## src/rtl/hazard_controller.sv

```systemverilog
// Pipeline hazard sequencer for the 5-stage RV32 core: load-use stall, branch flush,
// and data-memory freeze with timeout, plus saturating stall/flush counters.
//
// state       | meaning
// ------------+-------------------------------------------------------------
// ST_RUN      | normal issue; resolves load-use and branch hazards
// ST_MEM_WAIT | whole pipeline frozen until dmem_ready or timeout
module hazard_controller #(
    parameter int MEM_TIMEOUT = 64,
    parameter int CNT_W       = 32
) (
    input  logic             clk,
    input  logic             rst_n,
    input  logic [4:0]       rs1_ID,
    input  logic [4:0]       rs2_ID,
    input  logic             use_rs1_ID,
    input  logic             use_rs2_ID,
    input  logic [4:0]       rd_ID_EX,
    input  logic             mem_read_ID_EX,
    input  logic             branch_taken,
    input  logic             dmem_req,
    input  logic             dmem_ready,
    output logic             pc_write,
    output logic             if_id_write,
    output logic             if_id_flush,
    output logic             id_ex_flush,
    output logic             pipe_freeze,
    output logic             mem_timeout,
    output logic [CNT_W-1:0] stall_count,
    output logic [CNT_W-1:0] flush_count
);

    localparam logic [0:0] ST_RUN      = 1'b0;
    localparam logic [0:0] ST_MEM_WAIT = 1'b1;

    localparam int                WAIT_W    = $clog2(MEM_TIMEOUT + 1);
    localparam logic [WAIT_W-1:0] WAIT_LAST = WAIT_W'(MEM_TIMEOUT - 1);

    logic [0:0]        state, state_nxt;
    logic [WAIT_W-1:0] wait_cnt, wait_cnt_nxt;
    logic              timeout_nxt;
    logic              load_use, mem_stall, freeze, branch_acc, load_stall;

    always_comb begin
        load_use = mem_read_ID_EX && (rd_ID_EX != 5'd0) &&
                   ((use_rs1_ID && (rs1_ID == rd_ID_EX)) ||
                    (use_rs2_ID && (rs2_ID == rd_ID_EX)));
        mem_stall  = dmem_req && !dmem_ready;
        freeze     = (state == ST_MEM_WAIT) || mem_stall;
        // A taken branch squashes the ID instruction, so its load-use hazard is moot.
        branch_acc = !freeze && branch_taken;
        load_stall = !freeze && !branch_taken && load_use;
    end

    always_comb begin
        pc_write    = 1'b1;
        if_id_write = 1'b1;
        if_id_flush = 1'b0;
        id_ex_flush = 1'b0;
        pipe_freeze = 1'b0;
        if (rst_n) begin
            if (freeze) begin
                pc_write    = 1'b0;
                if_id_write = 1'b0;
                pipe_freeze = 1'b1;
            end else if (branch_acc) begin
                if_id_flush = 1'b1;
                id_ex_flush = 1'b1;
            end else if (load_stall) begin
                pc_write    = 1'b0;
                if_id_write = 1'b0;
                id_ex_flush = 1'b1;
            end
        end
    end

    always_comb begin
        state_nxt    = state;
        wait_cnt_nxt = wait_cnt;
        timeout_nxt  = 1'b0;
        case (state)
            ST_RUN: begin
                if (mem_stall) begin
                    state_nxt    = ST_MEM_WAIT;
                    wait_cnt_nxt = WAIT_W'(1);
                end
            end
            ST_MEM_WAIT: begin
                if (dmem_ready) begin
                    state_nxt    = ST_RUN;
                    wait_cnt_nxt = '0;
                end else if (wait_cnt >= WAIT_LAST) begin
                    state_nxt    = ST_RUN;
                    wait_cnt_nxt = '0;
                    timeout_nxt  = 1'b1;
                end else begin
                    wait_cnt_nxt = wait_cnt + 1'b1;
                end
            end
            default: begin
                state_nxt    = ST_RUN;
                wait_cnt_nxt = '0;
            end
        endcase
    end

    always_ff @(posedge clk) begin
        if (!rst_n) begin
            state       <= ST_RUN;
            wait_cnt    <= '0;
            mem_timeout <= 1'b0;
            stall_count <= '0;
            flush_count <= '0;
        end else begin
            state       <= state_nxt;
            wait_cnt    <= wait_cnt_nxt;
            mem_timeout <= timeout_nxt;
            if (!pc_write && (stall_count != '1))
                stall_count <= stall_count + 1'b1;
            if (branch_acc && (flush_count != '1))
                flush_count <= flush_count + 1'b1;
        end
    end

endmodule

```

## config.mk

```make
export PLATFORM = sky130hd
export DESIGN_NAME = hazard_controller
export DESIGN_NICKNAME = d
export VERILOG_FILES = /design/src/rtl/hazard_controller.sv
export SDC_FILE = /design/constraint.sdc
export NUM_CORES = 1
export LEC_CHECK = 0
export BUFFER_PORTS_ARGS = -buffer_cell sky130_fd_sc_hd__buf_4
export CAP_MARGIN = 20
export CORE_ASPECT_RATIO = 1.4
export CORE_MARGIN = 2
export CORE_UTILIZATION = 50
export CTS_BUF_LIST = sky130_fd_sc_hd__clkbuf_4
export CTS_CLUSTER_DIAMETER = 50
export DETAILED_ROUTE_END_ITERATION = 6
export GPL_TIMING_DRIVEN = 0
export PLACE_DENSITY = 0.82
export SYNTH_ARGS = -nofsm -noshare
export SYNTH_HDL_FRONTEND = slang
export SYNTH_SLANG_ARGS = --single-unit
```

## constraint.sdc

```tcl
create_clock -name clk -period 2.1 [get_ports clk]
set_clock_uncertainty 0.2 [all_clocks]
set_input_delay 0.21 -clock clk [delete_from_list [all_inputs] [get_ports clk]]
set_output_delay 0.21 -clock clk [all_outputs]
set_load 0.02 [all_outputs]
```

* Word level (Yosys, flattened, before mapping) *
Cells that the tools add are included.
Widths: inputs -> output; s select.

word-level totals
  bits in registers = 73
  output and inout bits = 70
  logic and storage cells = 56

cells by class
  $add $sub $neg = 3
  order comparisons = 1
  eq/ne operators = 5
  multiplexer cells = 22
  bitwise logic cells = 2
  reductions and logical operators = 18

operators by type and width
  cell                   count
  $add 32x1->32 const B  2
  $ne 32x32->1 const B   2
  $mux 7                 3
  $mux 1                 17
  $pmux 7 s2             1
  $eq 5x5->1             2
  $logic_and 1x1->1      10
  $add 7x1->7 const B    1
  $ge 7x6->1 const B     1
  $reduce_bool 5->1      1
  $logic_not 1->1        4
  $reduce_or 3->1        1
  $logic_or 1x1->1       2
  $ne 2x2->1 const B     1
  $not 1->1              2
  $pmux 1 s2             1

* Logic depth before layout (Yosys ltp) *
Gate-level depths: netlist of run 1.

  depth after elaboration = 12
  gate-level depth with buffers = 9
  gate-level depth less buffers = 7

* Worst setup path after synthesis of run 1 *
No wires, ideal clock.

  path kind = reg-to-reg
  start = register stall_count[16]
  end = register stall_count[17]
  library setup time = 0.070 ns
  arrival = 2.172 ns
  setup slack = -0.343 ns
  cell stages (with the launch flop) = 9
  buffers on the path = 2
  period minus slack after synthesis = 2.443 ns
  path through = dfxtp_1 > nand4_1 > or3_1 > nor3_1 > a31o_2 > buf_2 > buf_2 > o31ai_1 > a21oi_1

between the ends
  longest elaborated chain between the ends = 2
  elaborated cells on any way between the ends = 3
  those cells by class = 1 x add/sub; 1 x eq/ne; 1 x reduce/logical

RTL lines
  item                                                   line  RTL
  from (decl)                                            29    output logic [CNT_W-1:0] stall_count,
  from (signal assigned)                                 119   stall_count <= stall_count + 1'b1;
  branches (longest 2 deep; another with $add 32x1->32)  --

Several ways; the timed one is not identified.
A chain may end at the register's enable or synchronous reset.

* Worst setup path in the final report of run 1 *
  start = input port rs1_ID[3]
  end = output port pc_write

between the ends
  longest elaborated chain between the ends = 9

RTL lines
  item               line  RTL
  from (decl)        14    input logic [4:0] rs1_ID,
  $eq 5x5->1         46    ((use_rs1_ID && (rs1_ID == rd_ID_EX)) ||
  $logic_and 1x1->1  46
  $logic_or 1x1->1   46
  $logic_and 1x1->1  45    load_use = mem_read_ID_EX && (rd_ID_EX != 5'd0) &&
  $logic_and 1x1->1  52    load_stall = !freeze && !branch_taken && load_use;
  $mux 1             69    end else if (load_stall) begin
  $mux 1             66    end else if (branch_acc) begin
  $mux 1             62    if (freeze) begin
  $mux 1             61    if (rst_n) begin
  to (decl)          23    output logic pc_write,

Every way passes these cells.

==> results of run 1 <==
-- sequential cells by signal (all words and copies together), names as in the netlist --
signal and count:
flush_count 32, stall_count 32, wait_cnt 7, mem_timeout 1
state 1
-- critical path: stages --
cell and delay [ps]:
buf_6 100, xor2_2 170, nor4_2 310, a32oi_2 190, o41ai_4 360, inv_2 80, buf_6 130, clkbuf_16 150
buf_6 110, buf_6 120
-- through the flow --
stage / cells / hold slack (ps) / util
finish: 739 / -7.685 / 0.8633
global route: 739 / 17.78 / 0.8633
CTS: 709 / 6.853 / 0.7601
detailed placement: 655 / 212.2 / 0.6552
global placement: 655 / 212.5 / 0.6552
floorplan: 466 / 88.47 / -
-- power by group through the flow --
stage,logic [uW],clock network (uW),registers (uW)
final,316,1060,1380
after global routing,331,1100,1380
after CTS,256,993,1390
after detailed placement,210,0,1430
after global placement,206,0,1430
after floorplan,113,0,1430
-- cells in the final DEF (no fill, tap or decap), types with 9 or more instances in the layout --
master    instances
clkbuf_4          9
a21oi_1           9
xnor2_1          20
a21oi_2          11
buf_6            11
mux2i_1          13
or4_4            11
and3_1           12
dfxtp_4          23
dfxtp_1          28
nand2_1          29
dfxtp_2          22
nor2_1           39
inv_1             9
nand3_1          27
nand2b_1         11
xor2_1           18
nand4_1          19
buf_4           144
nand2_2           9
-- what timing repair did --
item,4_1_cts,5_1_grt
hold buffers,5,0
hold endpoints to repair,8,0
cloned,2,1
pin swaps,28,48
gates resized for setup,71,135
setup endpoints to repair,68,64
buffers inserted,36,32
-- metal layers --
layer,vias up,GRT usage,share of wire
met3,114,0.06460,0.082
met5,-,0,0
met4,0,0.1892,0.074
li1,2057,-,-
met2,351,0.5893,0.51
met1,2283,0.3178,0.33
-- worst paths after layout --
path / slack [ps] / cells past startpoint / endpoint
worst max register to register: -210 / 7 / stall_count[27]
worst min-delay path: -8 / 4 / wait_cnt[0]
worst max-delay path: -220 / 10 / pc_write
worst min register to register: 290 / 2 / stall_count[29]
-- area by class of cell --
class,instances,share of cell area
flip-flops and latches,73,0.2463
clock inverters,7,0.01330
well taps,97,0.01898
plain buffers,18,0.03131
repair buffers,163,0.2088
multi-input cells,361,0.4643
clock buffers,9,0.01057
inverters,11,0.006457
-- cell families after synthesis --
logic type | synth area share
AO/OA/AOI/OAI | 0.1166
XOR/XNOR | 0.08916
adder cells (fa/ha/maj) | 0.009799
buffers and inverters | 0.03527
flip-flops | 0.3814
multiplexers | 0.03396
AND/OR/NAND/NOR | 0.3338
==> metrics, run 1 <==
Mapped Cells=between 400 and 500; multi-input logic area=between 0.002 and 0.003 sq mm; gr usage total=0.3158; clock root cell=clkbuf_4; Max-Cap Viols=0; Yosys top cell area share=0.3815; Initial Utilization=0.5172; Yosys top cell by area=dfxtp_1; CP Class=in2out; CP Launch Point=rs1_ID[3]; CTS buffer count=9; Hold Crit Class=in2reg; most frequent cell after synthesis=dfxtp_1; Synth cell types=between 40 and 50; fin crit share=1.106; Final Hold Viols=1; clk buf depth=2; Total Wirelength=roughly 17000 um; Place WS=-526.0 ps; post-DR wirelength/cell=about 23 um; status=finished with violations; Pre-antenna DRT Iters=7; IO Pins=93; final setup vio count=34; Post-Route Setup TNS=-3174 ps; Final Max Tran Viols=0; worst vdd ir=around 0.38 mV; switching power=between 700 and 800 uW; Mean Syn Cell Area=between 8 and 9 sq um; failing checks=hold timing, setup timing; Via Count=4805; top cells by area, synth=dfxtp_1, xnor2_1, xor2_1; Synth Register Bits=between 70 and 80; Worst-path clk slew=roughly 140 ps; Sw Share=0.2829; synth warn=0; share of layout cells above drive strength 1=0.5312; Clock Latency Late Sink=490 ps; Reg power frac=0.500; startpoint types=input pin; Die X-Extent=between 70 and 80 um; RSZ-0062 raised after global routing=true; final hold slack=-7.685 ps; antenna-violating nets left=0; antenna violations before repair=0; initial DRC count=416; Post-DP HPWL=8011 um; fmax=about 430 MHz; grt ovf=0; number of synthesized flops with an enable pin=0; Pint=1976 uW; Top FF cell, synth=dfxtp_1; H-Tree Depth=3; Crit. End Element=output port; pwr dens=about 430 mW/mm^2; # DRC=0; Clk network pwr share=0.385; largest net degree at the start of global routing=13; worst-margin pin slew=roughly 720 ps; core footprint=around 0.0074 sq mm; relative slew slack=0.5182; CTS Sinks=73; vias in the first global route=approximately 4300; # rows=37; post-synthesis sequential area ratio=0.3815; Final Instance Area=~0.0064 sq mm; first-pass GRT wire length=around 21000 um; Final Critical Period=about 2300 ps; Comb pwr share=0.115; Final nets=roughly 660; share of flip-flops with an asynchronous set or reset=0; CTS tree=built; Arr. time, crit path=1910 ps; mean number of vias per cell=roughly 6.5; area grow syn2layout=66.92%; syn nets=492; I/O Buffers=between 90 and 100; FF-to-FF Start=stall_count[9]; most frequent cells after synthesis=dfxtp_1, nor2_1, nand2_1, nand3_1, a21oi_1; CP max FO=4; ant diodes=0; filler cell count in the final layout=between 300 and 400; HP Start=dmem_ready; Die H=107.6 um; die area=0.008388 sq mm; Reg area=approximately 0.0016 sq mm; Final Wtd Congestion=around 0.95; mapped cell area=about 0.0038 sq mm; CP Data Required Time=1690 ps; Static Leakage=0.002520 uW; Placed Area=~0.0049 sq mm; total power=2756 uW; final setup margin=-221.6 ps
(Power assumes the default switching activity.)
==> inputs of run 2 (changes only) <==
ABC_CLOCK_PERIOD_IN_PS = 2100   (was default)
CORE_MARGIN = 5   (was 2)
SKIP_CTS_REPAIR_TIMING = 1   (was default)
==> run 2 against run 1 <==
  * The flow finishes with violations (setup timing)
  * Count of clock-buffer cells in the layout is the same
  * Wire length shrank 13%
  * Clock power shrank 19%
  * Via count shrank 4.6%
  * Critical path depth is the same
  * Design area shrank 5.9%
  * Sequential power is essentially flat
  * First-iteration DRC count shrank 20%
  * Register-to-register slack is essentially flat
  * Sequential cell count is the same
  * Critical endpoint unchanged
  * Largest cell class unchanged
  * Largest power group unchanged
==> metrics, run 2 (synthesis gave the netlist of run 1 again) <==
Final Max Tran Viols=0 (unchanged); relative slew slack=0.5118 (-0.006400); clk buf depth=2 (unchanged); post-DR wirelength/cell=20.42 um (-10%); area grow syn2layout=57.09%; initial DRC count=332 (-20%); CTS buffer count=9 (unchanged); RSZ-0062 raised after global routing=true; mean number of vias per cell=6.377 (-1.9%); Die X-Extent=83.98 um (+7.7%); Clock Latency Late Sink=420 ps (-70 ps); Pre-antenna DRT Iters=5 (-2); Max-Cap Viols=0 (unchanged); CP Data Required Time=1690 ps (about the same); pwr dens=419.9 mW/mm^2 (-2.6%); CP Class=in2out; # rows=37 (unchanged); worst-margin pin slew=732.3 ps (+9.599 ps); CTS Sinks=73 (unchanged); share of layout cells above drive strength 1=0.4791 (-0.05205); commonest non-fill, non-tap cell in the layout=buf_4; Post-DP HPWL=8321 um (+3.9%); grt ovf=0 (unchanged); most frequent cells in the layout=buf_4, nor2_1, dfxtp_1; Final nets=644 (-2.9%); IO Pins=93 (unchanged); Placed Area=0.004853 sq mm (unchanged); die area=0.009538 sq mm (+14%); final setup margin=-240.0 ps (-18.33 ps); Static Leakage=0.002364 uW (-6.2%); Crit. End Element=output port; H-Tree Depth=3 (unchanged); worst vdd ir=0.3288 mV (-13%); met2 Track Usage GR=0.4148 (-0.1745); antenna violations before repair=0 (unchanged); CTS tree=built; failing checks=setup timing; busiest grt layer=met2; CP max FO=8 (+4); vias in the first global route=3960 (-8.2%); M1 GR Usage=0.2395 (-0.07832); clock root cell=clkbuf_4; first-pass GRT wire length=17940 um (-14%); I/O Buffers=92 (unchanged); Final Critical Period=2340 ps (+18.33 ps); fin crit share=1.114 (+0.008728); antenna-violating nets left=0 (unchanged); # DRC=0 (unchanged); Final Instance Area=0.006018 sq mm (-5.9%); Final Hold Viols=0 (-1); Top Registers=flush_count x32, stall_count x32, wait_cnt x7; largest net degree at the start of global routing=13 (unchanged); Die H=113.6 um (+5.6%); gr usage total=0.2279 (-0.08787); ant diodes=0 (unchanged); Total Wirelength=14680 um (-13%); utilization after layout=0.8125 (-0.05085); Initial Utilization=0.5172 (unchanged); routing usage on met3=0.05419 (-0.01041); Arr. time, crit path=1930 ps (+20 ps); Place WS=-530.9 ps (-4.896 ps); Post-Route Setup TNS=-2762 ps (+411.4 ps); core footprint=0.007407 sq mm (unchanged); fmax=427.4 MHz (-0.78%); Hold Crit Class=in2reg; final setup vio count=27 (-21%); Via Count=4585 (-4.6%); status=finished with violations; startpoint types=input pin; Final Wtd Congestion=0.9291 (-1.8%); Worst-path clk slew=120 ps (-20 ps); final hold slack=44.60 ps (+52.28 ps)
[run 2: cell count changes in the layout (fill, tap and decap cells not counted), moves of 4 or more]
cell and delta:
buf_4 -14, dfxtp_1 +5, dfxtp_4 -4, o31ai_1 +5, or4_1 +5, or4_4 -5
[run 2: report_power, final]
group	internal (uW)	total [uW]	switching (uW)	leakage [uW]
combinational	123	288	166	0.00168
sequential	1370	1380	13.5	0.000615
clock	351	855	505	0.0000692
[run 2: worst max-delay path: stages]
cell and delay (ps):
buf_4 120, xor2_1 150, nor4_2 280, a32oi_2 190, o41ai_4 350, inv_2 110
buf_6 150, buf_8 140, buf_6 110, buf_6 120
[run 2: per-layer routing]
| layer | part of all wire | routed length [um] | up-vias |
|---|---|---|---|
| met5 | 0 | 0 | - |
| met4 | 0.063 | 921 | 0 |
| met1 | 0.35 | 5066 | 2197 |
| met2 | 0.52 | 7668 | 283 |
| li1 | - | - | 2019 |
| met3 | 0.070 | 1026 | 86 |
[run 2: area by class of cell]
| class | count | area (sq um) |
|---|---|---|
| Tap cell | 97 | 121.4 |
| Buffer | 17 | 148.9 |
| Inverter | 11 | 41.29 |
| Clock buffer | 9 | 67.56 |
| Clock inverter | 6 | 60.06 |
| Multi-Input combinational cell | 361 | 2856 |
| Sequential cell | 73 | 1559 |
| Timing Repair Buffer | 145 | 1164 |
| Fill cell | 435 | 1389 |
[run 2: path summary, 6_finish.rpt]
check	start	end	slack, ps	cells past startpoint
setup / recovery	rd_ID_EX[2]	pc_write	-240	10
hold / removal	dmem_ready	wait_cnt[0]	40	4
setup reg to reg	stall_count[20]	stall_count[31]	-210	7
hold reg to reg	stall_count[29]	stall_count[29]	290	2
[run 2: through the flow]
step	power, uW	cells
after floorplan	1547	466
after global placement	1635	655
after detailed placement	1642	655
after CTS	2478	670
after global routing	2629	719
final	2527	719
==> inputs of run 3 (changes only) <==
ABC_CLOCK_PERIOD_IN_PS = 2680   (was 2100)
PLACE_DENSITY = 0.79   (was 0.82)
clock period = 2.68 ns   (was 2.1 ns; I/O delays follow)
==> run 3 against run 2 <==
  * The run still ends with setup timing left
  * Via count is 14% lower
  * Critical path depth stayed put
  * Sequential power is 20% lower
  * Largest power group unchanged
  * Utilization is 15 points lower
  * Wire length is 26% lower
  * Power is 19% lower
==> metrics, run 3 (synthesis gave the netlist of run 1 again) <==
status=finished with violations; failing checks=setup timing; CP Data Required Time=2210 ps (+520 ps); antenna-violating nets left=0 (unchanged); # rows=37 (unchanged); mean number of vias per cell=5.837 (-8.5%); H-Tree Depth=3 (unchanged); first-pass GRT wire length=17570 um (-2.1%); Post-DP HPWL=8098 um (-2.7%); Static Leakage=0.001849 uW (-22%); die area=0.009538 sq mm (unchanged); filler cell count in the final layout=667 (+53%); relative slew slack=0.3956 (-0.1162); Final Hold Viols=0 (unchanged); Crit. End Element=output port; switching power=507.1 uW (-26%); Top Registers=flush_count x32, stall_count x32, wait_cnt x7; critical-path cell list=buf_4, xor2_1, nor4_1, a32oi_1, o41ai_4, inv_2, buf_6, clkbuf_2, buf_4, buf_4; Pre-antenna DRT Iters=5 (unchanged); CTS Sinks=73 (unchanged); ant diodes=0 (unchanged); Post-Route Setup TNS=-53.25 ps (+2709 ps); Total Wirelength=10820 um (-26%); # DRC=0 (unchanged); Final nets=600 (-6.8%); final hold slack=0.4361 ps (-44.16 ps); Initial Utilization=0.5172 (unchanged); Die H=113.6 um (unchanged); multi-input logic area=0.002270 sq mm (-21%); Max-Cap Viols=0 (unchanged); largest net degree at the start of global routing=13 (unchanged); most frequent cells in the layout=buf_4, dfxtp_1, nor2_1; CTS buffer count=9 (unchanged); cell mode on critical path=buf_4; Sw Share=0.2493 (-0.02135); Worst-path clk slew=120 ps (about the same); utilization after layout=0.6600 (-0.1525); area grow syn2layout=27.60%; final setup margin=-53.25 ps (+186.7 ps); gr usage total=0.2204 (-0.007586); grt ovf=0 (unchanged); IO Pins=93 (unchanged); Arr. time, crit path=2270 ps (+340 ps); clock root cell=clkbuf_4; Final Wtd Congestion=0.9274 (-0.18%); final setup vio count=1 (-96%); commonest non-fill, non-tap cell in the layout=buf_4; CP max stage delay=420 ps (+70 ps); CTS tree=built; Buf/Inv on CP=6 (unchanged); pwr dens=416.1 mW/mm^2 (-0.89%); worst vdd ir=0.2406 mV (-27%); core footprint=0.007407 sq mm (unchanged); Die X-Extent=83.98 um (unchanged); Reg power frac=0.541 (-0.006); Reg area=0.001465 sq mm (-6.0%); fmax=~370 MHz; Via Count=3940 (-14%); RSZ-0062 raised after global routing=true; startpoint types=input pin; Hold Crit Class=in2reg; Comb pwr share=0.080 (-0.034); fin crit share=1.020; worst-margin pin slew=901.2 ps (+168.9 ps); CP Class=in2out; CP max FO=11 (+3); vias in the first global route=3852 (-2.7%); Clk network pwr share=0.379 (+0.041); post-DR wirelength/cell=16.03 um (-21%); Slowest-stage cell, CP=o41ai_4; clk buf depth=2 (unchanged); Final Critical Period=between 2000 and 3000 ps; share of layout cells above drive strength 1=0.2232 (-0.2559); Clock Latency Late Sink=430 ps (about the same); antenna violations before repair=0 (unchanged); Worst path top cell family by delay=buffers and inverters; I/O Buffers=92 (unchanged); Pint=1527 uW (-17%); initial DRC count=245 (-26%); Final Max Tran Viols=0 (unchanged)
-- run 3: routing by layer --
metal / global-route usage / wire length (um)
met1: 0.2376 / 4210
met2: 0.4137 / 5714
met3: 0.04263 / 596
met4: 0.09657 / 300
met5: 0 / 0
-- run 3: final cells by class --
type | instances | area share
buffer | 20 | 0.01971
clock buffer | 9 | 0.01382
clock inverter | 6 | 0.01715
inverter | 11 | 0.008446
multi-input combinational | 361 | 0.4643
sequential | 73 | 0.2997
tap | 97 | 0.02483
timing repair buffer | 98 | 0.1520
-- run 3: worst register-to-register path, cell delays in order (launching register included) --
cell	delay [ps]
dfxtp_2	410
nand4_1	230
or3_1	450
nor3_4	290
a31o_4	240
clkbuf_4	220
clkbuf_4	230
o31ai_1	90
a21oi_1	140
-- run 3: worst paths after layout --
path / from / endpoint / slack [ps] / cells past startpoint
min reg2reg: stall_count[29] / stall_count[29] / 290 / 2
max reg2reg: stall_count[16] / stall_count[17] / 100 / 8
min: rst_n / wait_cnt[3] / 0.4 / 3
max: rd_ID_EX[2] / pc_write / -50 / 10
-- run 3: power by group through the flow --
stage	logic, uW	registers, uW	clock network [uW]
CTS	158	1100	777
global route	178	1100	824
global placement	153	1120	0
detailed placement	157	1120	0
finish	163	1100	771
floorplan	81.7	1130	0
-- run 3: per-stage QoR --
stage	setup slack (ps)	power (uW)	std cells	cell area, sq um
6_report	-53.25	2034	675	4888
5_1_grt	-125.7	2104	675	4888
3_5_place_dp	-216.5	1281	655	4643
2_1_floorplan	237.2	1210	466	3831
4_1_cts	-382.9	2035	670	4795
3_3_place_gp	-163.2	1277	655	4643
